===== src/rtl/example_reg_initiator_if.sv =====
// example_reg_initiator_if: command, response and register-bus signals of the initiator
interface example_reg_initiator_if #(
  parameter int ADDR_WIDTH = 4,
  parameter int DATA_WIDTH = 32
);
  logic                  cmd_valid;
  logic                  cmd_ready;
  logic                  cmd_write;
  logic [ADDR_WIDTH-1:0] cmd_addr;
  logic [DATA_WIDTH-1:0] cmd_wdata;
  logic                  rsp_valid;
  logic                  rsp_ready;
  logic [DATA_WIDTH-1:0] rsp_rdata;
  logic [1:0]            rsp_status;
  logic                  bus_req;
  logic                  bus_we;
  logic [ADDR_WIDTH-1:0] bus_addr;
  logic [DATA_WIDTH-1:0] bus_wdata;
  logic                  bus_ack;
  logic [DATA_WIDTH-1:0] bus_rdata;
  modport master (
    input  cmd_valid, cmd_write, cmd_addr, cmd_wdata, rsp_ready, bus_ack, bus_rdata,
    output cmd_ready, rsp_valid, rsp_rdata, rsp_status, bus_req, bus_we, bus_addr, bus_wdata
  );
  modport slave (
    output cmd_valid, cmd_write, cmd_addr, cmd_wdata, rsp_ready, bus_ack, bus_rdata,
    input  cmd_ready, rsp_valid, rsp_rdata, rsp_status, bus_req, bus_we, bus_addr, bus_wdata
  );
endinterface


===== src/rtl/example_reg_initiator.sv =====
// example_reg_initiator: runs register commands as req/ack bus transactions; EXAMPLE_REG_INITIATOR_VERIFY_EN adds write readback-verify
module example_reg_initiator #(
  parameter int ADDR_WIDTH = 4,
  parameter int DATA_WIDTH = 32,
  parameter int NUM_REGS   = 9,
  parameter int TIMEOUT    = 15
) (
  input logic clk,
  input logic rst,
  example_reg_initiator_if.master io
);
  typedef enum logic [1:0] {
    IDLE, ISSUE, RESP
`ifdef EXAMPLE_REG_INITIATOR_VERIFY_EN
    , VERIFY
`endif
  } state_t;
  localparam logic [ADDR_WIDTH-1:0] L_NREGS = ADDR_WIDTH'(NUM_REGS);
  localparam logic [7:0]            L_TLAST = 8'(TIMEOUT - 1);
  state_t                r_state, w_state;
  logic                  r_we, w_we;
  logic [ADDR_WIDTH-1:0] r_addr, w_addr;
  logic [DATA_WIDTH-1:0] r_wdata, w_wdata;
  logic [DATA_WIDTH-1:0] r_rdata, w_rdata;
  logic [1:0]            r_status, w_status;
  logic [7:0]            r_cnt, w_cnt;
  logic                  w_tout;
  logic                  w_req;
  assign w_tout = r_cnt == L_TLAST;
`ifdef EXAMPLE_REG_INITIATOR_VERIFY_EN
  logic r_gap, w_gap;
  assign w_req = (r_state == ISSUE) | ((r_state == VERIFY) & ~r_gap);
`else
  assign w_req = r_state == ISSUE;
`endif
  assign io.cmd_ready  = r_state == IDLE;
  assign io.rsp_valid  = r_state == RESP;
  assign io.rsp_rdata  = r_rdata;
  assign io.rsp_status = r_status;
  assign io.bus_req    = w_req;
  assign io.bus_we     = r_we & (r_state == ISSUE);
  assign io.bus_addr   = r_addr;
  assign io.bus_wdata  = r_wdata;
  // next-state and response/latch datapath; VERIFY spends its first cycle idle before the readback req
  always_comb begin
    w_state  = r_state;
    w_we     = r_we;
    w_addr   = r_addr;
    w_wdata  = r_wdata;
    w_rdata  = r_rdata;
    w_status = r_status;
    w_cnt    = r_cnt;
`ifdef EXAMPLE_REG_INITIATOR_VERIFY_EN
    w_gap    = 1'b0;
`endif
    case (r_state)
      IDLE: if (io.cmd_valid) begin
        w_we     = io.cmd_write;
        w_addr   = io.cmd_addr;
        w_wdata  = io.cmd_wdata;
        w_rdata  = '0;
        w_cnt    = '0;
        w_status = io.cmd_addr >= L_NREGS ? 2'b01 : 2'b00;
        w_state  = io.cmd_addr >= L_NREGS ? RESP : ISSUE;
      end
      ISSUE: if (io.bus_ack) begin
        w_status = 2'b00;
        w_rdata  = r_we ? '0 : io.bus_rdata;
`ifdef EXAMPLE_REG_INITIATOR_VERIFY_EN
        w_state  = r_we ? VERIFY : RESP;
        w_cnt    = '0;
        w_gap    = r_we;
`else
        w_state  = RESP;
`endif
      end else if (w_tout) begin
        w_state  = RESP;
        w_status = 2'b10;
        w_rdata  = '0;
      end else w_cnt = r_cnt + 8'd1;
`ifdef EXAMPLE_REG_INITIATOR_VERIFY_EN
      VERIFY: if (!r_gap) begin
        if (io.bus_ack) begin
          w_state  = RESP;
          w_rdata  = io.bus_rdata;
          w_status = io.bus_rdata == r_wdata ? 2'b00 : 2'b11;
        end else if (w_tout) begin
          w_state  = RESP;
          w_status = 2'b10;
          w_rdata  = '0;
        end else w_cnt = r_cnt + 8'd1;
      end
`endif
      RESP: if (io.rsp_ready) w_state = IDLE;
      default: w_state = IDLE;
    endcase
  end
  // state register
  always_ff @(posedge clk or posedge rst)
    if (rst) r_state <= IDLE;
    else r_state <= w_state;
  // latched command, response and timeout counter
  always_ff @(posedge clk or posedge rst)
    if (rst) begin
      r_we     <= 1'b0;
      r_addr   <= '0;
      r_wdata  <= '0;
      r_rdata  <= '0;
      r_status <= 2'b00;
      r_cnt    <= '0;
    end else begin
      r_we     <= w_we;
      r_addr   <= w_addr;
      r_wdata  <= w_wdata;
      r_rdata  <= w_rdata;
      r_status <= w_status;
      r_cnt    <= w_cnt;
    end
`ifdef EXAMPLE_REG_INITIATOR_VERIFY_EN
  // one-cycle idle marker at VERIFY entry
  always_ff @(posedge clk or posedge rst)
    if (rst) r_gap <= 1'b0;
    else r_gap <= w_gap;
`endif
endmodule


===== src/flat_wrapper.sv =====
// flat-port wrapper written by rule: the top's interface ports become plain ports
module example_reg_initiator_flat 
#(
  parameter int ADDR_WIDTH = 4,
  parameter int DATA_WIDTH = 32,
  parameter int NUM_REGS   = 9,
  parameter int TIMEOUT    = 15
)
  (clk, rst, io_cmd_valid, io_cmd_write, io_cmd_addr, io_cmd_wdata, io_rsp_ready, io_bus_ack, io_bus_rdata, io_cmd_ready, io_rsp_valid, io_rsp_rdata, io_rsp_status, io_bus_req, io_bus_we, io_bus_addr, io_bus_wdata);
  example_reg_initiator_if #(.ADDR_WIDTH(ADDR_WIDTH), .DATA_WIDTH(DATA_WIDTH)) io_i ();
  input logic clk;
  input logic rst;
  input wire logic [$bits(io_i.cmd_valid)-1:0] io_cmd_valid;
  input wire logic [$bits(io_i.cmd_write)-1:0] io_cmd_write;
  input wire logic [$bits(io_i.cmd_addr)-1:0] io_cmd_addr;
  input wire logic [$bits(io_i.cmd_wdata)-1:0] io_cmd_wdata;
  input wire logic [$bits(io_i.rsp_ready)-1:0] io_rsp_ready;
  input wire logic [$bits(io_i.bus_ack)-1:0] io_bus_ack;
  input wire logic [$bits(io_i.bus_rdata)-1:0] io_bus_rdata;
  output wire logic [$bits(io_i.cmd_ready)-1:0] io_cmd_ready;
  output wire logic [$bits(io_i.rsp_valid)-1:0] io_rsp_valid;
  output wire logic [$bits(io_i.rsp_rdata)-1:0] io_rsp_rdata;
  output wire logic [$bits(io_i.rsp_status)-1:0] io_rsp_status;
  output wire logic [$bits(io_i.bus_req)-1:0] io_bus_req;
  output wire logic [$bits(io_i.bus_we)-1:0] io_bus_we;
  output wire logic [$bits(io_i.bus_addr)-1:0] io_bus_addr;
  output wire logic [$bits(io_i.bus_wdata)-1:0] io_bus_wdata;
  assign io_i.cmd_valid = io_cmd_valid;
  assign io_i.cmd_write = io_cmd_write;
  assign io_i.cmd_addr = io_cmd_addr;
  assign io_i.cmd_wdata = io_cmd_wdata;
  assign io_i.rsp_ready = io_rsp_ready;
  assign io_i.bus_ack = io_bus_ack;
  assign io_i.bus_rdata = io_bus_rdata;
  assign io_cmd_ready = io_i.cmd_ready;
  assign io_rsp_valid = io_i.rsp_valid;
  assign io_rsp_rdata = io_i.rsp_rdata;
  assign io_rsp_status = io_i.rsp_status;
  assign io_bus_req = io_i.bus_req;
  assign io_bus_we = io_i.bus_we;
  assign io_bus_addr = io_i.bus_addr;
  assign io_bus_wdata = io_i.bus_wdata;
  example_reg_initiator #(.ADDR_WIDTH(ADDR_WIDTH), .DATA_WIDTH(DATA_WIDTH), .NUM_REGS(NUM_REGS), .TIMEOUT(TIMEOUT)) u_core (.clk(clk), .rst(rst), .io(io_i));
endmodule

===== config.mk =====
export PLATFORM = sky130hd
export DESIGN_NAME = example_reg_initiator_flat
export DESIGN_NICKNAME = d
export VERILOG_FILES = /design/src/rtl/example_reg_initiator_if.sv /design/src/rtl/example_reg_initiator.sv /design/src/flat_wrapper.sv
export SDC_FILE = /design/constraint.sdc
export NUM_CORES = 1
export LEC_CHECK = 0
export ABC_AREA = 1
export CORE_ASPECT_RATIO = 1.25
export CORE_UTILIZATION = 30
export DETAILED_ROUTE_END_ITERATION = 10
export PLACE_DENSITY = 0.71
export SLEW_MARGIN = 10
export SYNTH_ARGS = -nofsm -noshare
export SYNTH_HDL_FRONTEND = slang
export SYNTH_SLANG_ARGS = --single-unit

===== constraint.sdc =====
create_clock -name clk -period 3.3 [get_ports clk]
set_input_delay 0.495 -clock clk [delete_from_list [all_inputs] [get_ports clk]]
set_output_delay 0.495 -clock clk [all_outputs]
set_load 0.03 [all_outputs]

==> summary.md, run 1 <==
| Metric | Value |
|---|---|
| Sequential fraction of the synthesis area | `57.1%` |
| Kind of end point of the critical path | `output port` |
| Worst-Margin Slew | `0.692 ns` |
| H-Tree Depth | `3` |
| Setup bufs post-CTS | `0` |
| Synth area leader | `dfrtp_1` |
| Core ar. | `0.0116 mm²` |
| Die X | `99.3 µm` |
| Gr ovfl total | `0` |
| Tcrit/Tclk final | `69.3%` |
| Vias in the first global route | `2,730` |
| Critical-path maximum fanout | `6` |
| Avg Synthesized Cell Area | `10.5 µm²` |
| Rows | `44` |
| DRT iter0 DRCs | `102` |
| Maximum vdd drop | `382 µV` |
| Fmax | `437 MHz` |
| Synth top area share | `57.1%` |
| Startpoint Class | `register` |
| Synth area leaders | `dfrtp_1, nand2_1, mux2_4, buf_6, inv_1` |
| Setup TNS | `0 ns` |
| Post-synthesis adder-cell area fraction | `0.705%` |
| RSZ-0062 raised after global routing | `false` |
| Num ports | `148` |
| Worst-case clock buffer depth | `2` |
| Hold_buf cts | `0` |
| Worst path required time | `2.80 ns` |
| Synth Warn # | `0` |
| Initial antenna violation count | `0` |
| Clk_lat worst skew | `0.33 ns` |
| 1st-pass router iterations | `6` |
| Post-layout min period | `2.29 ns` |
| Post-synthesis compound-gate area fraction | `1.31%` |
| Main combinational cell family by area after synthesis | `simple AND/OR/NAND/NOR gates` |
| Buffers on Ports | `147` |
| Gpl congestion | `0.757` |
| Final HPWL DP | `6.21 mm` |
| Via count | `2,790` |
| Resized Gates After CTS | `0` |
| Num CTS Buffers | `9` |
| Hold crit path type | `reg2reg` |
| Largest net degree at the start of global routing | `48` |
| Vertical die dimension | `124 µm` |
| Status | `finished clean` |
| Post-synthesis mux area share | `13.9%` |
| Post-synthesis simple-gate area fraction | `21.3%` |
| Clk root buf | `clkbuf_16` |
| Vias per cell | `4.44` |
| First-pass GRT wire length | `13.5 mm` |
| Unique masters post-synth | `23` |
| Final hold violations | `0` |
| Nets@finish | `561` |
| Worst EP arrival | `1.79 ns` |
| Post-Synth XOR/XNOR Area | `0.494%` |
| Leakage power | `2.67 nW` |
| Final Max Tran Viols | `0` |
| TritonCTS clock tree | `done` |
| Antenna diodes | `0` |
| Max-cap violation count | `0` |
| Starting Density | `30.7%` |
| Share of post-route cells with drive strength above 1 | `12.7%` |
| #FFs+latches synth | `81` |
| Antenna Violating Nets Remaining | `0` |
| Critical path class | `reg2out` |
| Fin Hold WS | `0.468 ns` |
| Syn_nets | `413` |
| Gate Count Post-Synth | `337` |
| Pwr dens | `901 mW/mm²` |
| Clock Sinks | `81` |
| Clock Pin Slew Worst Setup and Hold Paths | `0.06 ns` |
| Area added between synthesis and finish | `53.1%` |
| Post-Syn Area | `0.00355 mm²` |
| Clock Skew | `0.00466 ns` |
| Routed WL | `8.59 mm` |
| # DRC | `0` |
| Setup violations, final | `0` |
| Overall global routing resource usage | `14.2%` |
| Relative slew slack | `53.8%` |
| Die area | `0.0123 mm²` |
| WL per Instance | `13.7 µm` |
final timing paths:
check,start,slack (ns),depth (start not counted),end
worst min-delay path,u_core.io.rsp_rdata[1]$_DFFE_PP0P_,0.47,2,u_core.io.rsp_rdata[1]$_DFFE_PP0P_
min in group asynchronous,rst,0.56,2,u_core.io.bus_wdata[30]$_DFFE_PP0P_
max in group asynchronous,rst,2.08,3,u_core.io.bus_addr[0]$_DFFE_PP0P_
worst max-delay path,u_core.r_state[1]$_DFFE_PP0P_,1.01,4,io_bus_we
worst max register to register,u_core.r_state[0]$_DFFE_PP0P_,1.58,6,u_core.r_cnt[4]$_DFFE_PP0P_
worst min register to register,u_core.io.rsp_rdata[1]$_DFFE_PP0P_,0.47,2,u_core.io.rsp_rdata[1]$_DFFE_PP0P_
layout make-up:
cell class,instances,area (µm²)
clock buffers,11,233
clock inverters,5,80.1
fillers,1070,6130
inverters,21,80.1
multi-input cells,223,1340
flip-flops and latches,81,2030
well taps,138,173
repair buffers,149,1500
cell families after synthesis:
kind of cell | Yosys count
AND/OR/NAND/NOR | 178
multiplexers | 33
flip-flops | 81
XOR/XNOR | 2
adder cells (fa/ha/maj) | 2
AO/OA/AOI/OAI | 8
buffers and inverters | 33
Yosys cell counts:
library cell	instances
a21oi_1	2
buf_2	5
buf_6	7
dfrtp_1	81
ha_1	2
inv_1	20
inv_2	1
mux2_2	1
mux2_4	32
nand2_1	144
nand2_2	2
nand2_4	2
nand3_1	12
nand3_2	1
nand4_1	4
nor2_1	8
nor2_2	1
nor2_4	3
nor3_4	1
o21ai_0	4
o21ai_2	1
o21bai_1	1
xor2_1	2
report_power, final:
part	total [W]	switching, W	internal, W
clock network	0.00104	0.000381	0.000661
registers	0.00153	0.000203	0.00132
logic	0.00232	0.00126	0.00106
total	0.00489	0.00184	0.00305
sequential cells by signal, indices dropped and copies added (netlist names):
| register | cells |
|---|---|
| u_core.io.bus_wdata | 32 |
| u_core.io.rsp_rdata | 32 |
| u_core.r_cnt | 8 |
| u_core.io.bus_addr | 4 |
| u_core.io.rsp_status | 2 |
| u_core.r_state | 2 |
| u_core.r_we | 1 |
routing by layer:
metal	vias to the layer above	track usage, %	wire length [µm]
met1	1321	16.7	3620
met4	0	5.33	87
met5	-	0	0
li1	1354	-	-
met3	8	4.99	685
met2	107	24.0	4190
layout by cell type (no fill, tap or decap), drive strengths merged:
cell / instances
mux2: 33
nand2: 148
a21oi: 2
nor3: 1
o21bai: 1
clkdlybuf4s50: 147
o21ai: 5
nand3: 13
inv: 20
clkinvlp: 2
nand4: 4
xor2: 2
clkinv: 2
dfrtp: 81
bufinv: 2
clkbuf: 11
buf: 2
ha: 2
nor2: 12
stage by stage:
step	setup WS [ns]	total power (W)	utilization [%]	cell area, µm²	instances
floorplan	0.725	0.00303	-	3550	337
global placement	1.21	0.00383	44.3	5120	612
detailed placement	1.16	0.00388	44.3	5120	612
CTS	0.972	0.00496	47.0	5430	628
global route	0.908	0.00516	47.0	5430	628
finish	1.01	0.00489	47.0	5430	628
worst max-delay path: stages (launching register included):
cell and delay (ns):
dfrtp_1 0.42, inv_2 0.08, nand2_2 0.12, nor2_1 0.13, clkdlybuf4s50_1 0.70
Note: power is estimated with default switching activity, not from simulation.
==> inputs of run 2 (changes only) <==
==> constraint.sdc (replaced) <==
create_clock -name clk -period 2.3 [get_ports clk]
set_input_delay 0.345 -clock clk [delete_from_list [all_inputs] [get_ports clk]]
set_output_delay 0.345 -clock clk [all_outputs]
set_load 0.03 [all_outputs]
==> summary.md, run 2 (same netlist as run 1, synthesis figures left out) <==
| Metric | Value |
|---|---|
| Worst EP arrival | `1.81 ns (was 1.79 ns)` |
| Num CTS Buffers | `9 (unchanged)` |
| Clock Sinks | `81 (unchanged)` |
| Vias per cell | `4.46 (was 4.44)` |
| Buffers on Ports | `147 (unchanged)` |
| Commonest non-fill, non-tap cell in the layout | `clkdlybuf4s50_1 (unchanged)` |
| Pwr dens | `1280 mW/mm² (was 901 mW/mm²)` |
| Clk_lat worst skew | `0.34 ns (was 0.33 ns)` |
| RSZ-0062 raised after global routing | `false (unchanged)` |
| # DRC | `0 (unchanged)` |
| Die X | `99.3 µm (unchanged)` |
| Post-layout min period | `2.15 ns` |
| Gr ovfl total | `0 (unchanged)` |
| Setup TNS | `0 ns (unchanged)` |
| Vias in the first global route | `2,806 (was 2,730)` |
| Via count | `2,809 (was 2,790)` |
| H-Tree Depth | `3 (unchanged)` |
| Startpoint Class | `register (unchanged)` |
| Overall global routing resource usage | `14.7% (was 14.2%)` |
| CP startpoint | `u_core.r_state[1]$_DFFE_PP0P_ (unchanged)` |
| Resized Gates After CTS | `0 (unchanged)` |
| Pwr Total | `0.00700 W (was 0.00489 W)` |
| Setup bufs post-CTS | `0 (unchanged)` |
| Share of post-route cells with drive strength above 1 | `13.4% (was 12.7%)` |
| RR Startpoint | `u_core.r_cnt[0]$_DFFE_PP0P_ (was u_core.r_state[0]$_DFFE_PP0P_)` |
| Critical path class | `reg2out (unchanged)` |
| Hold_buf cts | `0 (unchanged)` |
| Final hold violations | `0 (unchanged)` |
| Fillcell total | `1,065 (was 1,070)` |
| Worst Reg-to-Reg Cells | `7 (was 6)` |
| Clock Pin Slew Worst Setup and Hold Paths | `0.06 ns (about the same)` |
| Sequential power share | `31.3% (was 31.2%)` |
| Max-cap violation count | `0 (unchanged)` |
| Setup slack, reg-to-reg | `0.69 ns (was 1.58 ns)` |
| Cell Int Power | `0.00431 W (was 0.00305 W)` |
| Hold crit path type | `in2async (was reg2reg)` |
| Nets@finish | `563 (was 561)` |
| Sw frac | `38.4% (was 37.7%)` |
| Antenna Violating Nets Remaining | `0 (unchanged)` |
| Final HPWL DP | `6.45 mm (was 6.21 mm)` |
| Tcrit/Tclk final | `93.5%` |
| Cell area after layout | `0.00546 mm² (was 0.00543 mm²)` |
| Logic gate share of total power | `48.2% (was 47.5%)` |
| Routed wl met2 | `4.54 mm (was 4.19 mm)` |
| Die area | `0.0123 mm² (unchanged)` |
| Final Max Tran Viols | `0 (unchanged)` |
| Gpl congestion | `0.790 (was 0.757)` |
| Relative slew slack | `62.3% (was 53.8%)` |
| Most frequent cells in the layout | `clkdlybuf4s50_1, nand2_1, dfrtp_1 (unchanged)` |
| First-pass GRT wire length | `13.9 mm (was 13.5 mm)` |
| Vertical die dimension | `124 µm (unchanged)` |
| Sw Pwr | `0.00268 W (was 0.00184 W)` |
| Largest net degree at the start of global routing | `35 (was 48)` |
| Maximum vdd drop | `406 µV (was 382 µV)` |
| Kind of end point of the critical path | `output port (unchanged)` |
| Core ar. | `0.0116 mm² (unchanged)` |
| Worst path required time | `1.96 ns (was 2.80 ns)` |
| Placed cell area | `0.00516 mm² (was 0.00512 mm²)` |
| Area added between synthesis and finish | `54.0% (was 53.1%)` |
| Rows | `44 (unchanged)` |
| Leakage power | `2.69 nW (was 2.67 nW)` |
| Status | `finished clean (unchanged)` |
| WL per Instance | `13.9 µm (was 13.7 µm)` |
| Antenna diodes | `0 (unchanged)` |
| TritonCTS clock tree | `done (unchanged)` |
| Clk root buf | `clkbuf_16 (unchanged)` |
| Worst-Margin Slew | `0.564 ns (was 0.692 ns)` |
| Met1 wire length | `3.68 mm (was 3.62 mm)` |
| CP endpoint | `io_bus_req (was io_bus_we)` |
| Terminus of the critical flop-to-flop path | `u_core.io.rsp_rdata[0]$_DFFE_PP0P_ (was u_core.r_cnt[4]$_DFFE_PP0P_)` |
| Share of power burned in the clock network | `20.5% (was 21.3%)` |
| DR WL met3 | `382 µm (was 685 µm)` |
| Starting Density | `30.7% (unchanged)` |
| Routed WL | `8.76 mm (was 8.59 mm)` |
| Worst-case clock buffer depth | `2 (unchanged)` |
| Critical-path maximum fanout | `6 (unchanged)` |
| Clock Skew | `0.00616 ns (was 0.00466 ns)` |
| DRT iter0 DRCs | `113 (was 102)` |
| 1st-pass router iterations | `5 (was 6)` |
| Fmax | `465 MHz` |
| Setup violations, final | `0 (unchanged)` |
| Num ports | `148 (unchanged)` |
| Initial antenna violation count | `0 (unchanged)` |
| Top routing layer used | `met4 (unchanged)` |
[run 2: through the flow]
stage	cells	util, %	setup WS (ns)	hold slack [ns]
2_1_floorplan	337	-	0.884	0.462
3_3_place_gp	614	44.6	0.426	0.452
3_5_place_dp	614	44.6	0.406	0.458
4_1_cts	630	47.3	0.136	0.435
5_1_grt	630	47.3	0.0871	0.452
6_report	630	47.3	0.149	0.417
[run 2: final cells by class]
class	count	area, µm²	area share (%)
Inverter	21	82.6	1.51
Clock buffer	10	239	4.37
Sequential cell	81	2030	37.1
Multi-Input combinational cell	223	1340	24.5
Tap cell	138	173	3.16
Clock inverter	6	65.1	1.19
Timing Repair Buffer	151	1540	28.2
[run 2: worst max-delay path, cell delays in order (launching register included)]
cell	delay, ns
dfrtp_1	0.42
inv_2	0.08
nand2_2	0.12
inv_1	0.16
clkdlybuf4s50_1	0.69
[run 2: per-layer routing]
layer  track usage [%]  vias to the layer above
met5                 0                        -
met4              6.53                        0
met3              2.92                       12
met2              25.7                       88
met1              17.5                     1356
li1                  -                     1353
[run 2: worst min path at each step]
| stage | from | end | slack, ns | cells after the start |
|---|---|---|---|---|
| 6_report | rst | u_core.io.bus_wdata[28]$_DFFE_PP0P_ | 0.42 | 2 |
| 3_3_place_gp | u_core.io.rsp_rdata[28]$_DFFE_PP0P_ | u_core.io.rsp_rdata[28]$_DFFE_PP0P_ | 0.45 | 2 |
| 5_1_grt | rst | u_core.io.bus_wdata[28]$_DFFE_PP0P_ | 0.45 | 2 |
| 2_1_floorplan | io_bus_rdata[0] | u_core.io.rsp_rdata[0]$_DFFE_PP0P_ | 0.46 | 2 |
| 4_1_cts | rst | u_core.r_cnt[3]$_DFFE_PP0P_ | 0.44 | 2 |
| 3_5_place_dp | u_core.io.rsp_rdata[28]$_DFFE_PP0P_ | u_core.io.rsp_rdata[28]$_DFFE_PP0P_ | 0.46 | 2 |
[run 2: power groups by stage]
stage	sequential [W]	clock, W	combinational [W]
5_1_grt	0.00225	0.00154	0.00357
2_1_floorplan	0.00304	0	0.00130
3_3_place_gp	0.00220	0	0.00333
4_1_cts	0.00219	0.00147	0.00341
6_report	0.00219	0.00144	0.00337
3_5_place_dp	0.00222	0	0.00339
